**src/rtl/complex_acc_pkg.sv**
```systemverilog
// Shared definitions for the complex accumulator sequencing controller:
// controller state encoding and default datapath widths.
package complex_acc_pkg;

  localparam int DEF_ACC_W = 20;
  localparam int DEF_CNT_W = 8;

  typedef enum logic [2:0] {
    ST_IDLE,
    ST_CLEAR,
    ST_ACCUM,
    ST_FLUSH,
    ST_HOLD
  } state_t;

endpackage

```
**src/rtl/term_counter.sv**
```systemverilog
// Counts accepted product terms for the current job and flags the increment
// that will bring the count up to the latched job length.
module term_counter
  import complex_acc_pkg::*;
#(
  parameter int CNT_W = DEF_CNT_W
) (
  input  logic             clk,
  input  logic             rst,
  input  logic             clr,
  input  logic             inc,
  input  logic [CNT_W-1:0] target,
  output logic             last
);

  logic [CNT_W-1:0] count_q;
  logic [CNT_W-1:0] count_inc;

  assign count_inc = count_q + CNT_W'(1);

  // NOTE: state registers use non-blocking assignments so every flop samples
  // pre-edge values regardless of process ordering.
  always_ff @(posedge clk or negedge rst) begin
    if (!rst) begin
      count_q <= '0;
    end else if (clr) begin
      count_q <= '0;
    end else if (inc) begin
      count_q <= count_inc;
    end
  end

  // Jobs never exceed 2^CNT_W-1 terms, so count_inc cannot wrap past target.
  assign last = (count_inc == target);

endmodule

```
**src/rtl/complex_acc_ctrl.sv**
```systemverilog
// Sequencing controller for the complex multiplier's real/imaginary accumulators.
// Optional `define COMPLEX_ACC_ABORT_EN adds an abort input that cancels a running job.
module complex_acc_ctrl
  import complex_acc_pkg::*;
#(
  parameter int ACC_W = DEF_ACC_W,
  parameter int CNT_W = DEF_CNT_W
) (
  input  logic             clk,
  input  logic             rst,
  input  logic             start,
  input  logic [CNT_W-1:0] num_terms,
  output logic             busy,
  input  logic             in_valid,
  output logic             in_ready,
  output logic             acc_init,
  output logic             acc_en,
  input  logic [ACC_W-1:0] acc_re,
  input  logic [ACC_W-1:0] acc_im,
  output logic             out_valid,
  input  logic             out_ready,
  output logic [ACC_W-1:0] out_re,
  output logic [ACC_W-1:0] out_im
`ifdef COMPLEX_ACC_ABORT_EN
  ,
  input  logic             abort
`endif
);

  state_t           state_q, state_d;
  logic [CNT_W-1:0] terms_q;
  logic             latch_terms;
  logic             cnt_clr;
  logic             cnt_last;
  logic             capture;
  logic             kill;

`ifdef COMPLEX_ACC_ABORT_EN
  assign kill = abort;
`else
  assign kill = 1'b0;
`endif

  term_counter #(.CNT_W(CNT_W)) u_term_counter (
    .clk    (clk),
    .rst    (rst),
    .clr    (cnt_clr),
    .inc    (acc_en),
    .target (terms_q),
    .last   (cnt_last)
  );

  // NOTE: every signal driven here gets a default first, so no path through
  // the case statement can leave one unassigned and infer a latch.
  always_comb begin
    state_d     = state_q;
    busy        = 1'b1;
    in_ready    = 1'b0;
    acc_init    = 1'b0;
    acc_en      = 1'b0;
    out_valid   = 1'b0;
    cnt_clr     = 1'b0;
    capture     = 1'b0;
    latch_terms = 1'b0;
    unique case (state_q)
      ST_IDLE: begin
        busy = 1'b0;
        if (start) begin
          latch_terms = 1'b1;
          state_d     = ST_CLEAR;
        end
      end
      ST_CLEAR: begin
        acc_init = 1'b1;
        cnt_clr  = 1'b1;
        if (kill)                state_d = ST_IDLE;
        else if (terms_q == '0)  state_d = ST_FLUSH;
        else                     state_d = ST_ACCUM;
      end
      ST_ACCUM: begin
        // Dropping ready on abort keeps the upstream from seeing a handshake
        // for a term that is never accumulated.
        in_ready = !kill;
        acc_en   = in_valid & in_ready;
        if (kill)                    state_d = ST_IDLE;
        else if (acc_en && cnt_last) state_d = ST_FLUSH;
      end
      ST_FLUSH: begin
        if (kill) begin
          state_d = ST_IDLE;
        end else begin
          capture = 1'b1;
          state_d = ST_HOLD;
        end
      end
      ST_HOLD: begin
        out_valid = 1'b1;
        if (out_ready) state_d = ST_IDLE;
      end
      default: state_d = ST_IDLE;
    endcase
  end

  always_ff @(posedge clk or negedge rst) begin
    if (!rst) begin
      state_q <= ST_IDLE;
      terms_q <= '0;
      out_re  <= '0;
      out_im  <= '0;
    end else begin
      state_q <= state_d;
      if (latch_terms) terms_q <= num_terms;
      if (capture) begin
        out_re <= acc_re;
        out_im <= acc_im;
      end
    end
  end

endmodule

```
**config.mk**
```make
export PLATFORM = sky130hd
export DESIGN_NAME = complex_acc_ctrl
export DESIGN_NICKNAME = d
export VERILOG_FILES = /design/src/rtl/complex_acc_pkg.sv /design/src/rtl/term_counter.sv /design/src/rtl/complex_acc_ctrl.sv
export SDC_FILE = /design/constraint.sdc
export NUM_CORES = 1
export LEC_CHECK = 0
export ABC_AREA = 1
export CAP_MARGIN = 20
export CORE_MARGIN = 4
export CORE_UTILIZATION = 44
export CTS_CLUSTER_DIAMETER = 40
export CTS_CLUSTER_SIZE = 8
export DETAILED_ROUTE_END_ITERATION = 16
export GPL_TIMING_DRIVEN = 0
export PLACE_DENSITY = 0.8
export SLEW_MARGIN = 20
export SYNTH_ARGS = -nofsm -noshare
export SYNTH_HDL_FRONTEND = slang
export SYNTH_SLANG_ARGS = --single-unit
```
**constraint.sdc**
```tcl
create_clock -name clk -period 4.9 [get_ports clk]
set_clock_uncertainty 0.1 [all_clocks]
set_input_delay 0.735 -clock clk [delete_from_list [all_inputs] [get_ports clk]]
set_output_delay 0.735 -clock clk [all_outputs]
set_load 0.02 [all_outputs]
```
# --- Word-level counts from Yosys, hierarchy flattened ---
# Index checks and enable logic that the tools add are counted.
classes:
  addsub: 1
  n_mux: 15
  multipliers: 0
  reduce_logical: 5
  n_lt_le_gt_ge: 0
  div_mod_pow: 0
  bitwise_logic: 0
  n_eq_ne: 8
  shifts: 0
op_table:
  columns: ["cell", "count"]
  rows:
  - ["$mux 8", 2]
  - ["$pmux 3 s5", 1]
  - ["$mux 1", 9]
  - ["$mux 3", 3]
  - ["$add 8x1->8 const B", 1]
  - ["$eq 8x8->1", 1]
  - ["$logic_not 8->1", 1]
  - ["$eq 3x2->1 const B", 2]
  - ["$ne 2x2->1 const B", 3]
  - ["$eq 3x1->1 const B", 1]
  - ["$eq 3x3->1 const B", 1]
  - ["$logic_not 3->1", 1]
  - ["$reduce_and 3->1", 1]
  - ["$reduce_bool 2->1", 1]
  - ["$logic_and 1x1->1", 1]
totals:
  reg_bits: 59
  input_bits: 53
  ram_bits: 0
  latch_bits: 0
  memories: 0
  mem_bits_ro: 0

# --- Depth between registers and ports, before layout ---
# Gate-level depths: netlist (run 1).
logic_depth:
  word_depth: 5
  depth_mapped: 13

# --- Cells and area by module ---
# Synthesis (run 1) repeated with hierarchy kept, for this count alone.
unflattened:
  hier_cells: 234
  area_unflattened_um2: 2593.7
modules_own_cells:
  columns: ["mod", "area_per_inst_um2", "instances", "cells_per_inst"]
  rows:
  - ["complex_acc_ctrl", 2020.7, 1, 149]
  - ["term_counter", 573.0, 1, 85]

# --- Least setup slack after synthesis (run 1) ---
# No wires, ideal clock.
synth_timing:
  kind: "in2out"
  start: "input port in_valid"
  end: "output port acc_en"
  arrival_time_ps: 1148
  path_slack_ps: 2917
  cell_stages: 2
  path_cell_list: "inv_1 nor2_1"
synth_via:
  elab_chain_len: 1
synth_lines:
  columns: ["item", "line", "source"]
  rows:
  - ["from (decl)", "complex_acc_ctrl.sv:14", "input logic in_valid,"]
  - ["$mux 1", "complex_acc_ctrl.sv:65", "unique case (state_q)"]
  - ["to (decl)", "complex_acc_ctrl.sv:17", "output logic acc_en,"]
# No other way between the ends.

# --- Worst setup path after layout (run 1) ---
# Ends and elaborated chain as after synthesis.

==> results of run 1 <==
==> area by class of cell <==
| class | instances | area (µm²) | share of cell area |
|---|---|---|---|
| clock buffers | 10 | 138 | 0.0360 |
| plain buffers | 5 | 25.0 | 0.00655 |
| flip-flops and latches | 59 | 1480 | 0.386 |
| repair buffers | 98 | 996 | 0.261 |
| clock inverters | 6 | 55.1 | 0.0144 |
| multi-input cells | 142 | 966 | 0.253 |
| well taps | 72 | 90.1 | 0.0236 |
| inverters | 20 | 75.1 | 0.0196 |
==> synthesized netlist by cell type, drive strengths merged, types with 3 or more instances <==
| master | count |
|---|---|
| nand4 | 3 |
| nand3 | 19 |
| inv | 20 |
| nand2 | 35 |
| o22ai | 5 |
| mux2 | 45 |
| o21ai | 5 |
| buf | 5 |
| a21oi | 4 |
| nor2 | 19 |
| dfrtp | 59 |
==> critical path, stage by stage <==
cell             delay, ns
clkdlybuf4s50_1       0.45
inv_1                 0.05
nor2_1                0.29
clkdlybuf4s50_1       0.68
==> worst paths after layout <==
kind / start / to / slack, ns / cells after the start
max: in_valid / acc_en / 1.86 / 4
min: rst / state_q[2]$_DFFE_PN0P_ / 0.17 / 1
max reg2reg: state_q[2]$_DFFE_PN0P_ / u_term_counter.count_q[5]$_DFFE_PN0P_ / 3.11 / 6
min reg2reg: out_re[15]$_DFFE_PN0N_ / out_re[15]$_DFFE_PN0N_ / 0.40 / 1
max in group asynchronous: rst / out_im[6]$_DFFE_PN0N_ / 4.05 / 2
min in group clk: out_re[15]$_DFFE_PN0N_ / out_re[15]$_DFFE_PN0N_ / 0.40 / 1
==> stage by stage <==
step	utilization	instance area [µm²]	instances	hold WS [ns]	worst slack (ns)
after floorplan	-	2540	226	0.339	2.92
after global placement	0.650	3600	395	0.386	1.11
after detailed placement	0.655	3630	396	0.392	1.87
after CTS	0.690	3820	412	0.162	1.86
after global routing	0.690	3820	412	0.166	1.80
final	0.690	3820	412	0.168	1.86
==> cells by family after synthesis <==
kind of cell | after synthesis
AO/OA/AOI/OAI | 14
adder cells (fa/ha/maj) | 1
buffers and inverters | 25
flip-flops | 59
multiplexers | 45
AND/OR/NAND/NOR | 82
==> registers in the layout, summed over array words and instances (netlist names) <==
| name | cells |
|---|---|
| out_re | 20 |
| terms_q | 8 |
| out_im | 20 |
| u_term_counter.count_q | 8 |
| state_q | 3 |
==> power breakdown <==
part	internal (mW)	switching (mW)
combinational	0.613	0.569
clock	0.244	0.186
sequential	0.714	0.141
==> layer usage <==
metal  up-vias  track usage  wire length [µm]
met3        10        0.103               703
met5         -            0                 0
li1        978            -                 -
met4         0       0.0848               125
met2        90        0.315              3010
met1       976        0.216              2330
==> summary.md, run 1 <==
| Metric | Value |
|---|---|
| Status | `complete, no violations` |
| Max transition margin | `0.754` |
| Syn-to-layout area delta | `50.3%` |
| Crit path required time | `4.07 ns` |
| Post-DR vias/cell | `4.99` |
| Yosys warns | `0` |
| Post-DP HPWL | `approximately 4.7 mm` |
| Pwr Total | `2.47 mW` |
| Total CTS buffers | `9` |
| Post-CTS resize count | `0` |
| Routability cong. | `roughly 0.8` |
| Initial DRC Count | `just under 100` |
| Static Leakage | `~1.7 nW` |
| Compound-cell area share of the yosys netlist | `0.0300` |
| CP Capture Type | `primary output` |
| Total GRT Usage | `0.196` |
| Fill cell count | `about 420` |
| Clock Path Buffers | `2` |
| H-tree Lvls | `3` |
| ANT cells | `0` |
| Largest fanout on the critical path | `4` |
| Mux cell area share after synthesis | `0.199` |
| Setup Buffers After CTS | `0` |
| WL per Instance | `about 15 µm` |
| Vias in the first global route | `approximately 2300` |
| Largest vdd supply drop | `432 µV` |
| Crit path arrival time | `about 2.2 ns` |
| Number of flops mapped to enable cells by yosys | `0` |
| Synth top area share | `0.581` |
| Largest family of logic cells by synthesized area | `multiplexers` |
| DRT Pass-1 Iters | `6` |
| Most common cell after layout, fill and taps aside | `clkdlybuf4s50_1` |
| FFs w/ async S/R, synth | `1.00` |
| Setup violators final | `0` |
| F_max | `around 330 MHz` |
| Clock slew at reported path FFs | `about 0.07 ns` |
| Via count | `2054` |
| Initial antenna violation count | `0` |
| Maxcap violations | `0` |
| PD cells | `~650 nW/µm²` |
| TritonCTS clock tree | `yes` |
| Unrepaired setup endpoints after global routing | `no` |
| First-pass GRT wire length | `between 10 and 15 mm` |
| Seq cells post-synth | `roughly 60` |
| CTS Sinks | `between 50 and 60` |
| Ranking of synthesized cells by area | `dfrtp_1 58%, mux2_2 20%, nand2_1 5.0%, nand3_1 3.7%, inv_1 2.8%` |
| Root Driver | `clkbuf_8` |
| Net Count, Synth | `between 200 and 300` |
| Hold crit path type | `input pin to async pin` |
| Period minus WS final | `around 3.0 ns` |
| Antenna viol nets, final | `0` |
| Initial Util | `0.459` |
| Routed WL | `slightly above 6 mm` |
| Final worst path period share | `0.621` |
| Skew-Pair Late Insertion Delay | `~0.33 ns` |
| Pin count of the biggest net entering global routing | `45` |
| Post-synthesis cell area | `about 2500 µm²` |
| IO Port Bufs | `between 90 and 100` |
| Setup CP Type | `input pin to primary output` |
| Die area | `7060 µm²` |
| Nets | `389` |
| Die width | `84.0 µm` |
| Slew Limit Fails | `0` |
| Largest area contributor in the netlist | `dfrtp_1` |
| Commonest cells after routing, fill and taps aside | `96 x clkdlybuf4s50_1, 59 x dfrtp_1, 45 x mux2_2, 34 x nand2_1` |
| FP Rows | `27` |
| # DRC | `0` |
| Post-Synth Simple-Gate Area | `0.146` |
| Register area share after synthesis | `0.581` |
| Syn Inst Count | `~230` |
| Setup TNS | `0 ns` |
| CP startpoint kind | `input pin` |
| Primary FF master, synth | `dfrtp_1` |
| Hold Vio Cnt, Final | `0` |
| Xor-xnor portion of the synthesized cell area | `0` |
| Num ports | `a little under 100` |
| Hold_buf cts | `0` |
| Netlist cell types | `21` |
| Least-Margin Pin Slew | `0.366 ns` |
| Area of the core | `~5500 µm²` |
| Synthesized area per cell | `11.2 µm²` |
| Global route overflow | `0` |
| Share of cells above drive strength 1 | `0.218` |
| Adder-Cell Fraction of Synth Area | `0.00492` |
| Die height | `84.0 µm` |
No activity file was read; power rests on OpenSTA's default activity.
==> inputs of run 2 (changes only) <==
--- a/config.mk
+++ b/config.mk
@@ -8,12 +8,12 @@
 export ABC_AREA = 1
 export CAP_MARGIN = 20
 export CORE_MARGIN = 4
-export CORE_UTILIZATION = 44
+export CORE_UTILIZATION = 39
 export CTS_CLUSTER_DIAMETER = 40
 export CTS_CLUSTER_SIZE = 8
 export DETAILED_ROUTE_END_ITERATION = 16
 export GPL_TIMING_DRIVEN = 0
-export PLACE_DENSITY = 0.8
+export PLACE_DENSITY = 0.75
 export SLEW_MARGIN = 20
 export SYNTH_ARGS = -nofsm -noshare
 export SYNTH_HDL_FRONTEND = slang
==> constraint.sdc (replaced) <==
create_clock -name clk -period 2.55 [get_ports clk]
set_clock_uncertainty 0.1 [all_clocks]
set_input_delay 0.3825 -clock clk [delete_from_list [all_inputs] [get_ports clk]]
set_output_delay 0.3825 -clock clk [all_outputs]
set_load 0.02 [all_outputs]
==> summary.md, run 2 (synthesis results as in run 1) <==
| Metric | Value |
|---|---|
| Status | `complete, no violations` |
| Initial antenna violation count | `0 (unchanged)` |
| Sequential cell fraction of total power | `0.345 (-0.002)` |
| Post-DP HPWL | `4.82 mm (+2.4%)` |
| CTS Sinks | `59 (unchanged)` |
| PD cells | `1250 nW/µm² (+93%)` |
| Hold Vio Cnt, Final | `0 (unchanged)` |
| Clock share of power | `0.178 (+0.004)` |
| Static Leakage | `1.66 nW (-0.32%)` |
| Hold Slack | `0.392 ns (+0.224 ns)` |
| H-tree Lvls | `3 (unchanged)` |
| Initial DRC Count | `48 (-51%)` |
| Worst flop-to-flop path startpoint | `u_term_counter.count_q[0]$_DFFE_PN0P_` |
| WL per Instance | `15.1 µm (+0.88%)` |
| Clock slew at reported path FFs | `0.07 ns (about the same)` |
| ANT cells | `0 (unchanged)` |
| First-pass GRT wire length | `10.1 mm (-7.5%)` |
| Routability cong. | `0.849 (+8.4%)` |
| Skew-Pair Late Insertion Delay | `0.33 ns (about the same)` |
| Setup TNS | `0 ns (unchanged)` |
| Syn-to-layout area delta | `50.8%` |
| Commonest cells after routing, fill and taps aside | `96 x clkdlybuf4s50_1, 59 x dfrtp_1, 45 x mux2_2, 34 x nand2_1` |
| Met2 WL | `3.01 mm (-0.17%)` |
| Critical Path Source | `state_q[2]$_DFFE_PN0P_` |
| Fin cells | `417 (+1.2%)` |
| Met1 wire length | `2.50 mm (+7.3%)` |
| FP Rows | `29 (+7.4%)` |
| Clock Path Buffers | `2 (unchanged)` |
| F_max | `428 MHz` |
| Setup violators final | `0 (unchanged)` |
| Crit path arrival time | `1.86 ns (-0.35 ns)` |
| Post-DR vias/cell | `4.95 (-0.62%)` |
| Die area | `7870 µm² (+12%)` |
| Most common cell after layout, fill and taps aside | `clkdlybuf4s50_1` |
| Power share of the combinational group | `0.477 (-0.002)` |
| TritonCTS clock tree | `yes` |
| Hold crit path type | `input pin to async pin` |
| IO Port Bufs | `97 (unchanged)` |
| Total CTS buffers | `9 (unchanged)` |
| Initial Util | `0.400 (-0.0585)` |
| Top flop regs | `out_im x20, out_re x20` |
| DRT Pass-1 Iters | `4 (-2)` |
| Share of cells above drive strength 1 | `0.212 (-0.00588)` |
| Top Layer Used | `met4` |
| Via count | `2066 (+0.58%)` |
| Slew Limit Fails | `0 (unchanged)` |
| Met3 routed WL | `699 µm (-0.57%)` |
| Least-Margin Pin Slew | `0.356 ns (-0.00983 ns)` |
| Largest fanout on the critical path | `5 (+1)` |
| Pwr Total | `4.77 mW (+94%)` |
| Core Util, Final | `0.604 (-0.0860)` |
| Area of the core | `6350 µm² (+15%)` |
| Sw Share | `0.361 (-0.00200)` |
| CP Capture Type | `primary output` |
| Global route overflow | `0 (unchanged)` |
| CP startpoint kind | `register` |
| Crit path required time | `2.07 ns (-2.00 ns)` |
| Period minus WS final | `around 2.3 ns` |
| Psw | `1.72 mW (+92%)` |
| Root Driver | `clkbuf_8` |
| Die width | `88.7 µm (+5.6%)` |
| Final worst path period share | `0.917` |
| Num ports | `98 (unchanged)` |
| Unrepaired setup endpoints after global routing | `no` |
| Internal Power | `3.05 mW (+94%)` |
| Vias in the first global route | `2174 (-5.4%)` |
| Reg2reg setup slack | `0.80 ns (-2.31 ns)` |
| Placed cell count | `401 (+1.3%)` |
| Total GRT Usage | `0.173 (-0.0233)` |
| Antenna viol nets, final | `0 (unchanged)` |
| Max transition margin | `0.761 (+0.00660)` |
| Die height | `88.7 µm (+5.6%)` |
| Pin count of the biggest net entering global routing | `37 (-18%)` |
| Nets | `390 (+0.26%)` |
| Largest vdd supply drop | `751 µV (+74%)` |
| Routed WL | `6.30 mm (+2.1%)` |
| # DRC | `0 (unchanged)` |
| Setup CP Type | `register to primary output` |
| Maxcap violations | `0 (unchanged)` |
run 2: layout make-up:
type,count,area (µm²)
Sequential cell,59,1480
Multi-Input combinational cell,142,968
Buffer,5,25.0
Tap cell,77,96.3
Timing Repair Buffer,99,998
Inverter,20,75.1
Clock buffer,13,159
Clock inverter,2,35.0
Fill cell,532,2520
run 2: timing repair:
action                                  in CTS  in global routing
hold endpoints to repair                    23                  0
buffers inserted                             0                  0
resized for setup                            0                  1
hold buffers                                 1                  0
endpoints found under the setup margin       0                  1
run 2: layer usage:
metal	vias up	global-route usage
met5	-	0
met4	0	0.0865
met3	9	0.0903
met2	79	0.273
met1	999	0.190
li1	979	-
run 2: final timing paths:
kind / end / depth (start not counted)
max: acc_en / 4
min: state_q[0]$_DFFE_PN0P_ / 2
max reg2reg: state_q[0]$_DFFE_PN0P_ / 11
min reg2reg: out_re[4]$_DFFE_PN0N_ / 1
max in group asynchronous: out_im[15]$_DFFE_PN0N_ / 3
min in group clk: out_re[4]$_DFFE_PN0N_ / 1
run 2: critical path, stage by stage (launching register included):
cell	delay (ns)
dfrtp_1	0.40
inv_1	0.13
nand3_1	0.14
nor2_2	0.21
clkdlybuf4s50_1	0.64
run 2: per-stage QoR:
step / setup slack (ns) / area (µm²)
floorplan: 0.866 / 2540
global placement: -0.949 / 3610
detailed placement: 0.217 / 3630
CTS: 0.0929 / 3830
global route: 0.0875 / 3830
finish: 0.212 / 3830
run 2: power by group through the flow:
stage | registers, mW | clock network, mW | logic, mW
2_1_floorplan | 2.02 | 0 | 0.855
3_3_place_gp | 1.63 | 0 | 2.25
3_5_place_dp | 1.66 | 0 | 2.29
4_1_cts | 1.65 | 0.873 | 2.31
5_1_grt | 1.71 | 0.920 | 2.46
6_report | 1.65 | 0.849 | 2.28
